### config.mk
export PLATFORM = sky130hd
export DESIGN_NAME = instr_fetch_unit
export DESIGN_NICKNAME = d
export VERILOG_FILES = /design/src/rtl/instr_fetch_unit.sv
export SDC_FILE = /design/constraint.sdc
export NUM_CORES = 1
export LEC_CHECK = 0
export CORE_MARGIN = 2
export CORE_UTILIZATION = 41
export DETAILED_ROUTE_END_ITERATION = 7
export PLACE_DENSITY = 0.68
export SETUP_SLACK_MARGIN = 0.5
export SKIP_LAST_GASP = 1
export SYNTH_ARGS = -nofsm -noshare
export SYNTH_HDL_FRONTEND = slang
export SYNTH_SLANG_ARGS = --single-unit
### constraint.sdc
create_clock -name clk -period 2.17 [get_ports clk]
set_input_delay 0.217 -clock clk [delete_from_list [all_inputs] [get_ports clk]]
set_output_delay 0.217 -clock clk [all_outputs]
set_load 0.1 [all_outputs]
### src/rtl/instr_fetch_unit.sv
// -----------------------------------------------------------------------------
// instr_fetch_unit
//
// Front end of the 8-bit MIPS core. Fetches instructions over a req/ack
// memory handshake and buffers them in a small prefetch queue. The queue head
// is presented together with its PC and decoded op_code. A jump from decode
// redirects the fetch PC and flushes every queued instruction.
//
// Ports:
//   clk            system clock, rising edge
//   rst            asynchronous active-high reset
//   imem_req_o     fetch request, held until imem_ack_i
//   imem_addr_o    fetch address, stable while a request is outstanding
//   imem_ack_i     memory accepts the request; imem_rdata_i valid this cycle
//   imem_rdata_i   fetched instruction
//   instr_valid_o  queue head valid
//   instr_o        queue head instruction (zero when the queue is empty)
//   op_code_o      top three bits of instr_o
//   pc_out_o       address of the queue head instruction (zero when empty)
//   instr_ready_i  downstream consumes the head this cycle
//   jump_i         redirect request
//   jump_target_i  redirect address
// -----------------------------------------------------------------------------
module instr_fetch_unit #(
   parameter int unsigned     PC_W     = 8,
   parameter int unsigned     INSTR_W  = 8,
   parameter int unsigned     DEPTH    = 2,
   parameter logic [PC_W-1:0] RESET_PC = '0
) (
   input  logic               clk,
   input  logic               rst,
   output logic               imem_req_o,
   output logic [PC_W-1:0]    imem_addr_o,
   input  logic               imem_ack_i,
   input  logic [INSTR_W-1:0] imem_rdata_i,
   output logic               instr_valid_o,
   output logic [INSTR_W-1:0] instr_o,
   output logic [2:0]         op_code_o,
   output logic [PC_W-1:0]    pc_out_o,
   input  logic               instr_ready_i,
   input  logic               jump_i,
   input  logic [PC_W-1:0]    jump_target_i
);

   localparam int unsigned     PtrW     = (DEPTH > 1) ? $clog2(DEPTH) : 1;
   localparam int unsigned     CntW     = $clog2(DEPTH + 1);
   localparam logic [CntW-1:0] DepthCnt = CntW'(DEPTH);
   localparam logic [PtrW-1:0] LastPtr  = PtrW'(DEPTH - 1);

   // StDrain is the "drop flag": a request is still outstanding but its data
   // belongs to the old instruction stream and must be discarded.
   typedef enum logic [1:0] {
      StIdle  = 2'd0,
      StFetch = 2'd1,
      StDrain = 2'd2
   } state_e;

   state_e             state_q, state_d;
   logic [PC_W-1:0]    addr_q, addr_d;     // address of the current/next request
   logic [PC_W-1:0]    redir_q, redir_d;   // jump target parked while draining

   logic [PC_W-1:0]    q_pc_q    [DEPTH];
   logic [INSTR_W-1:0] q_instr_q [DEPTH];
   logic [PtrW-1:0]    rd_ptr_q, rd_ptr_d;
   logic [PtrW-1:0]    wr_ptr_q, wr_ptr_d;
   logic [CntW-1:0]    cnt_q, cnt_d;

   logic               head_valid;
   logic               pop;
   logic               push;
   logic [CntW-1:0]    cnt_after_pop;
   logic [CntW-1:0]    cnt_after_push;
   logic [INSTR_W-1:0] head_instr;

   function automatic logic [PtrW-1:0] ptr_inc(input logic [PtrW-1:0] p);
      return (p == LastPtr) ? '0 : p + 1'b1;
   endfunction

   // ---------------------------------------------------------------------------
   // Queue control. A jump overrides both push and pop.
   // ---------------------------------------------------------------------------
   always_comb begin
      head_valid     = (cnt_q != '0);
      pop            = head_valid & instr_ready_i & ~jump_i;
      push           = (state_q == StFetch) & imem_ack_i & ~jump_i;
      cnt_after_pop  = cnt_q - CntW'(pop);
      cnt_after_push = cnt_after_pop + CntW'(push);
   end

   always_comb begin
      rd_ptr_d = rd_ptr_q;
      wr_ptr_d = wr_ptr_q;
      cnt_d    = cnt_q;
      if (jump_i) begin
         rd_ptr_d = '0;
         wr_ptr_d = '0;
         cnt_d    = '0;
      end else begin
         if (pop) begin
            rd_ptr_d = ptr_inc(rd_ptr_q);
         end
         if (push) begin
            wr_ptr_d = ptr_inc(wr_ptr_q);
         end
         cnt_d = cnt_after_push;
      end
   end

   // Entry storage needs no reset: the head is gated by the occupancy count.
   always_ff @(posedge clk) begin
      if (push) begin
         q_pc_q[wr_ptr_q]    <= addr_q;
         q_instr_q[wr_ptr_q] <= imem_rdata_i;
      end
   end

   // ---------------------------------------------------------------------------
   // Fetch FSM: state register
   // ---------------------------------------------------------------------------
   always_ff @(posedge clk or posedge rst) begin
      if (rst) begin
         state_q  <= StIdle;
         addr_q   <= RESET_PC;
         redir_q  <= RESET_PC;
         rd_ptr_q <= '0;
         wr_ptr_q <= '0;
         cnt_q    <= '0;
      end else begin
         state_q  <= state_d;
         addr_q   <= addr_d;
         redir_q  <= redir_d;
         rd_ptr_q <= rd_ptr_d;
         wr_ptr_q <= wr_ptr_d;
         cnt_q    <= cnt_d;
      end
   end

   // ---------------------------------------------------------------------------
   // Fetch FSM: next state
   // ---------------------------------------------------------------------------
   always_comb begin
      state_d = state_q;
      addr_d  = addr_q;
      redir_d = redir_q;
      unique case (state_q)
         StIdle: begin
            if (jump_i) begin
               addr_d  = jump_target_i;
               state_d = StFetch;
            end else if (cnt_after_pop < DepthCnt) begin
               state_d = StFetch;
            end
         end
         StFetch: begin
            if (jump_i) begin
               if (imem_ack_i) begin
                  // Data returning this cycle is stale; restart at the target.
                  addr_d = jump_target_i;
               end else begin
                  // The request cannot be withdrawn: hold the old address and
                  // drop whatever comes back.
                  redir_d = jump_target_i;
                  state_d = StDrain;
               end
            end else if (imem_ack_i) begin
               addr_d = addr_q + 1'b1;
               if (cnt_after_push >= DepthCnt) begin
                  state_d = StIdle;
               end
            end
         end
         StDrain: begin
            if (jump_i) begin
               redir_d = jump_target_i;
            end
            if (imem_ack_i) begin
               addr_d  = jump_i ? jump_target_i : redir_q;
               state_d = StFetch;
            end
         end
         default: begin
            state_d = StIdle;
         end
      endcase
   end

   // ---------------------------------------------------------------------------
   // Fetch FSM and queue head: outputs
   // ---------------------------------------------------------------------------
   always_comb begin
      head_instr    = head_valid ? q_instr_q[rd_ptr_q] : '0;
      imem_req_o    = (state_q != StIdle);
      imem_addr_o   = addr_q;
      instr_valid_o = head_valid;
      instr_o       = head_instr;
      pc_out_o      = head_valid ? q_pc_q[rd_ptr_q] : '0;
      op_code_o     = head_instr[INSTR_W-1 -: 3];
   end

endmodule

==> results of run 1 <==
[state kept, by name, indices dropped and copies added (netlist names)]
signal	cells
q_pc_q	16
rd_ptr_q	1
imem_addr_o	8
state_q	2
wr_ptr_q	1
redir_q	8
q_instr_q	16
cnt_q	2
[cells by family after synthesis]
| logic type | after synthesis |
|---|---|
| AOI/OAI and AO/OA | 36 |
| xor gates and xnor gates | 7 |
| adders and majority gates | 8 |
| buffers and inverters | 29 |
| DFF | 54 |
| muxes | 26 |
| and+or+nand+nor | 61 |
[cells in the mapped netlist]
library cell / number
a211oi_2: 1
a21oi_1: 1
a221oi_1: 2
a22o_1: 1
a22oi_1: 4
a2bb2oi_1: 1
a31oi_1: 3
a32o_1: 1
a32oi_1: 2
and2_1: 2
and3_1: 3
buf_2: 8
buf_4: 3
clkbuf_1: 2
dfrtp_1: 22
edfxtp_1: 32
ha_1: 8
inv_1: 15
inv_2: 1
mux2_1: 8
mux2i_1: 18
nand2_1: 16
nand2b_1: 2
nand3_1: 4
nand4_1: 1
nand4b_1: 1
nor2_1: 24
nor2b_1: 6
nor3_1: 1
nor3b_1: 1
o211ai_2: 1
o21a_1: 2
o21ai_0: 7
o21ai_1: 3
o21bai_1: 1
o221a_2: 1
o22ai_1: 2
o2bb2ai_1: 1
o31ai_1: 1
o32ai_1: 1
xnor2_1: 3
xor2_1: 3
xor3_1: 1
[layout by cell type, fill, tap and decap left out, types with 3 or more instances in the layout]
master,n
mux2_4,8
mux2i_2,5
nand2_1,14
a22oi_2,3
nor2_1,5
nor2_4,14
dfrtp_2,6
a31oi_4,3
ha_4,4
o21ai_2,3
inv_1,10
dfrtp_1,14
nand3_1,4
ha_1,3
clkdlybuf4s50_1,20
edfxtp_1,32
buf_4,24
inv_2,6
buf_6,9
mux2i_1,11
nor2_2,5
buf_12,26
xnor2_1,3
clkbuf_8,5
nor2b_1,3
xor2_1,3
o21ai_0,5
nor2b_4,3
[worst reg2reg max path: stages, from the launching register on]
cell      delay, ns
dfrtp_1        0.48
ha_4           0.21
nor2b_4        0.12
and2_4         0.15
ha_4           0.15
xor3_1         0.22
nand2_2        0.08
a211oi_2       0.21
mux2i_1        0.23
[routing by layer]
layer / wire [µm] / share of wire
met2: 3470 / 0.53
met5: 0 / 0
met4: 102 / 0.016
met3: 310 / 0.047
met1: 2680 / 0.41
[stage by stage]
step	worst slack, ns	hold WS (ns)
floorplan	0.131	0.206
global placement	0.0916	0.474
detailed placement	0.0129	0.483
CTS	0.241	0.231
global route	0.153	0.256
finish	0.254	0.210
[how the worst max path moves through the flow]
stage          slack, ns            to          start  cells past startpoint
2_1_floorplan       0.13  op_code_o[0]       cnt_q[1]                      4
3_3_place_gp        0.09    state_q[0]  instr_ready_i                     10
3_5_place_dp        0.01    state_q[0]         jump_i                      9
4_1_cts             0.24    state_q[0]       cnt_q[0]                      9
5_1_grt             0.15    state_q[0]       cnt_q[1]                      9
6_report            0.25    state_q[0]     state_q[0]                      8
[final cells by class]
cell class              instances  area, µm²
clock inverters                 3       47.5
flip-flops and latches         54       1530
multi-input cells             139       1440
fillers                       428       1980
repair buffers                 81       1050
well taps                      77       96.3
clock buffers                   5       68.8
inverters                      16       60.1
[repair_timing]
item / in CTS / in global routing
hold buffers: 0 / 0
buffers inserted: 11 / 7
resized for setup: 29 / 48
gates cloned: 0 / 3
endpoints found under the setup margin: 71 / 61
pin swaps: 6 / 15
==> results.toml, run 1 <==
[drt]
route.detailed.wl_per_inst_um = 17.5
ant_nets = 0
via_count = 2011
finalWirelength_mm = 6.56
drt_iter0_markers = 121
viasPerCell = 5.36
drc = 0
drtPass1Iterations = 4

[placement]
io_buffers = 49
place_area_mm2 = 0.00360
routabilityCongestion = 0.812
hpwl_mm = 3.75
place_inst = 346

[global_route]
met2_usage = 0.282
grt_overflow = 0
grt_pass1_vias = 1936
grt_pass1_wl_mm = 9.25
globalRoute.busiestLayer = "met2"
use_met1 = 0.208
antenna_found_initial = 0
met3_usage = 0.0257
grt_usage = 0.164
grt_max_degree = 19

[synthesis]
yosys.area_share.xor_xnor = 0.0290
synth-simple-area-share = 0.106
muxShareOfSynthArea = 0.103
ys_seq_area_frac = 0.575
syn_area_per_cell_um2 = 11.9
synth_area_leaders = "edfxtp_1 (37%), dfrtp_1 (21%), mux2i_1 (6.9%)"
syn_nets = 250
synth-seq-cells = 54
synth.largest_area_cell = "edfxtp_1"
synth_cell_types = 43
yosys.area_share.adder = 0.0381
ys_warn_count = 0
synth_top_family_by_area = "simple AND/OR/NAND/NOR gates"
synthCells = 221
synth_top_area_share = 0.365
syn_area_mm2 = 0.00263
synth-compound-area-share = 0.0999

[clock_tree]
clock_sinks = 54
clock_path_buffers = 2
h-tree-depth = 2
clock_latency_ns = 0.31
cts_made_buffers = 5
cts.clk_slew.worst_paths_ns = 0.10
cts_root_buf = "clkbuf_8"
cts_tree = "built"

[sta]
finalMaxSlewViolations = 0
rsz0062_at_grt = "yes"
tightest_slew_ns = 0.430
post-route-min-period_ns = 1.92
slew_headroom = 0.713
fin_tns_setup_ns = 0
fmax_mhz = 522
period_share = 0.883
setup_viol_count_final = 0
finalHoldViolations = 0
skew_ns = 0.00514

[setup_path]
cp_num_buf_inv = 0
cp_slowest_stage_delay_ns = 0.48
setup.worst_path.start_class = "register"
rr_worst_depth = 8
rr_startpoint = "state_q[0]"
cp_max_fo = 4
crit_top_cell = "ha_4"
rrSetupSlack_ns = 0.25
cp_top_family = "flip-flops"
cp.arrival_ns = 2.15
worst-setup-path-type = "reg2reg"
worst_ep_required_time_ns = 2.40
cp_slowest_cell = "dfrtp_1"
critPathCaptureType = "register"
timing.rr.end = "state_q[0]"
path_cells = "ha_4, nor2b_4, and2_4, ha_4, xor3_1, nand2_2, a211oi_2, mux2i_1"

[floorplanning]
die_y_um = 84.1
die_w_um = 84.1
core-area_mm2 = 0.00628
row_count = 29
start_util = 0.419
dieArea_mm2 = 0.00707
ios = 50

[final_layout]
n_antenna_cell = 0
postLayoutCellArea_mm2 = 0.00429
finalNonFillerCells = 375
drive_above_1_share = 0.497
utilization = 0.684
fin_nets = 326
syn_to_final_growth_pct = 63.3

[worst_hold_path]
hp-class = "in2async"

[run]
cap_violations = 0

[outcome]
status = "completed"
Power of run 1 is left out: the tool's default activity adds up to more than one toggle a clock period on the data nets, which glitch-free logic cannot reach.
==> run 2: changes to the inputs <==
CTS_BUF_LIST = sky130_fd_sc_hd__clkbuf_4   (was unset)
HOLD_SLACK_MARGIN = 0.05   (was unset)
SLEW_MARGIN = 30   (was unset)
==> run 2 against run 1 <==
Effect of this change: via count fell by 4.2%; clock-buffer cell count unchanged; critical path depth rose by 1; hold slack worse by 0.11 ns; largest cell class unchanged.
==> results.toml, run 2 (synthesized netlist as in run 1, its figures left out) <==
[sta]
rsz0062_at_grt = "yes"
setup_viol_count_final = 0
skew_ns = 0.0151
slew_headroom = 0.720
fmax_mhz = 515
setup_ws_ns = 0.230
finalHoldViolations = 0
finalMaxSlewViolations = 0
period_share = 0.894
tightest_slew_ns = 0.420
fin_tns_setup_ns = 0
post-route-min-period_ns = 1.94

[clock_tree]
clock_sinks = 54
cts_tree = "built"
postCtsHoldBufs = 0
clock_path_buffers = 2
cts_made_buffers = 5
h-tree-depth = 2
cts_root_buf = "clkbuf_4"
cts.clk_slew.worst_paths_ns = 0.17
clock_latency_ns = 0.38

[global_route]
grt_pass1_wl_mm = 9.25
grt_usage = 0.166
use_met1 = 0.214
met2_usage = 0.284
grt_pass1_vias = 1909
antenna_found_initial = 0
grt_overflow = 0
met3_usage = 0.0247
globalRoute.busiestLayer = "met2"
grt_max_degree = 19

[setup_path]
path_cells = "inv_2, ha_2, nor2b_2, and2_4, ha_4, xor3_1, nand2_2, a211oi_2, mux2i_1"
cp_max_fo = 2
setup.worst_path.start_class = "register"
cp_slowest_cell = "dfrtp_1"
cp_top_family = "flip-flops"
cp.arrival_ns = 2.25
cp_slowest_stage_delay_ns = 0.43
critPathCaptureType = "register"
worst-setup-path-type = "reg2reg"
worst_ep_required_time_ns = 2.48
cp_num_buf_inv = 1

[drt]
drc = 0
ant_nets = 0
drtPass1Iterations = 4
drt_iter0_markers = 62
finalWirelength_mm = 5.74
viasPerCell = 5.17
route.detailed.wl_per_inst_um = 15.4
via_count = 1927

[final_layout]
layout_common_cells = "edfxtp_1 (32), buf_12 (27), buf_4 (23)"
drive_above_1_share = 0.432
n_antenna_cell = 0
fin_nets = 324
reg.largest.list = "q_instr_q: 16 flops, q_pc_q: 16 flops"
utilization = 0.653
final_common_cell = "edfxtp_1"
finalNonFillerCells = 373
syn_to_final_growth_pct = 55.8

[floorplanning]
dieArea_mm2 = 0.00707
die_w_um = 84.1
row_count = 29
core-area_mm2 = 0.00628
start_util = 0.419
ios = 50
die_y_um = 84.1

[placement]
hpwl_mm = 3.75
place_inst = 346
pre_cts_ws_ns = 0.0129
routabilityCongestion = 0.812
io_buffers = 49

[outcome]
status = "completed"

[run]
cap_violations = 0

[worst_hold_path]
hp-class = "in2async"
-- run 2: changes by cell type in the layout (fill, tap and decap cells not counted), moves of 3 or more --
cell	before	now
mux2_1	0	8
mux2_4	8	0
clkbuf_4	0	5
clkbuf_8	5	0
mux2i_1	11	14
-- run 2: metal layers --
metal | vias to the layer above | wire length, µm
li1 | 929 | -
met1 | 932 | 2430
met2 | 61 | 3010
met3 | 5 | 235
met4 | 0 | 56
met5 | - | 0
-- run 2: through the flow --
stage	cell area, µm²	hold slack [ns]
global placement	3600	0.474
global route	4100	0.128
detailed placement	3600	0.483
CTS	3930	0.111
floorplan	2820	0.206
finish	4100	0.0960
-- run 2: final timing paths --
kind	from	end	slack (ns)	depth (start not counted)
max	state_q[1]	state_q[0]	0.23	9
min	rst	wr_ptr_q	0.1	2
max reg2reg	state_q[1]	state_q[0]	0.23	9
min reg2reg	redir_q[3]	redir_q[3]	0.51	1
max in group asynchronous	rst	imem_addr_o[1]	1.59	3
min in group clk	imem_rdata_i[2]	q_instr_q[0][2]	0.41	1
-- run 2: cell type report --
| class | instances | area [µm²] |
|---|---|---|
| clock buffer | 5 | 37.5 |
| clock inverter | 3 | 47.5 |
| fill | 459 | 2180 |
| inverter | 16 | 67.6 |
| multi-input combinational | 138 | 1280 |
| sequential | 54 | 1530 |
| tap | 77 | 96.3 |
| timing repair buffer | 80 | 1040 |
-- run 2: what timing repair did --
item                       in CTS  in global routing
cloned                          1                  0
setup endpoints to repair      71                 72
hold endpoints to repair        0                  0
setup buffers                  13                  5
pin swaps                       2                  7
gates resized for setup        26                 28
Power of run 2 is left out for the same reason.
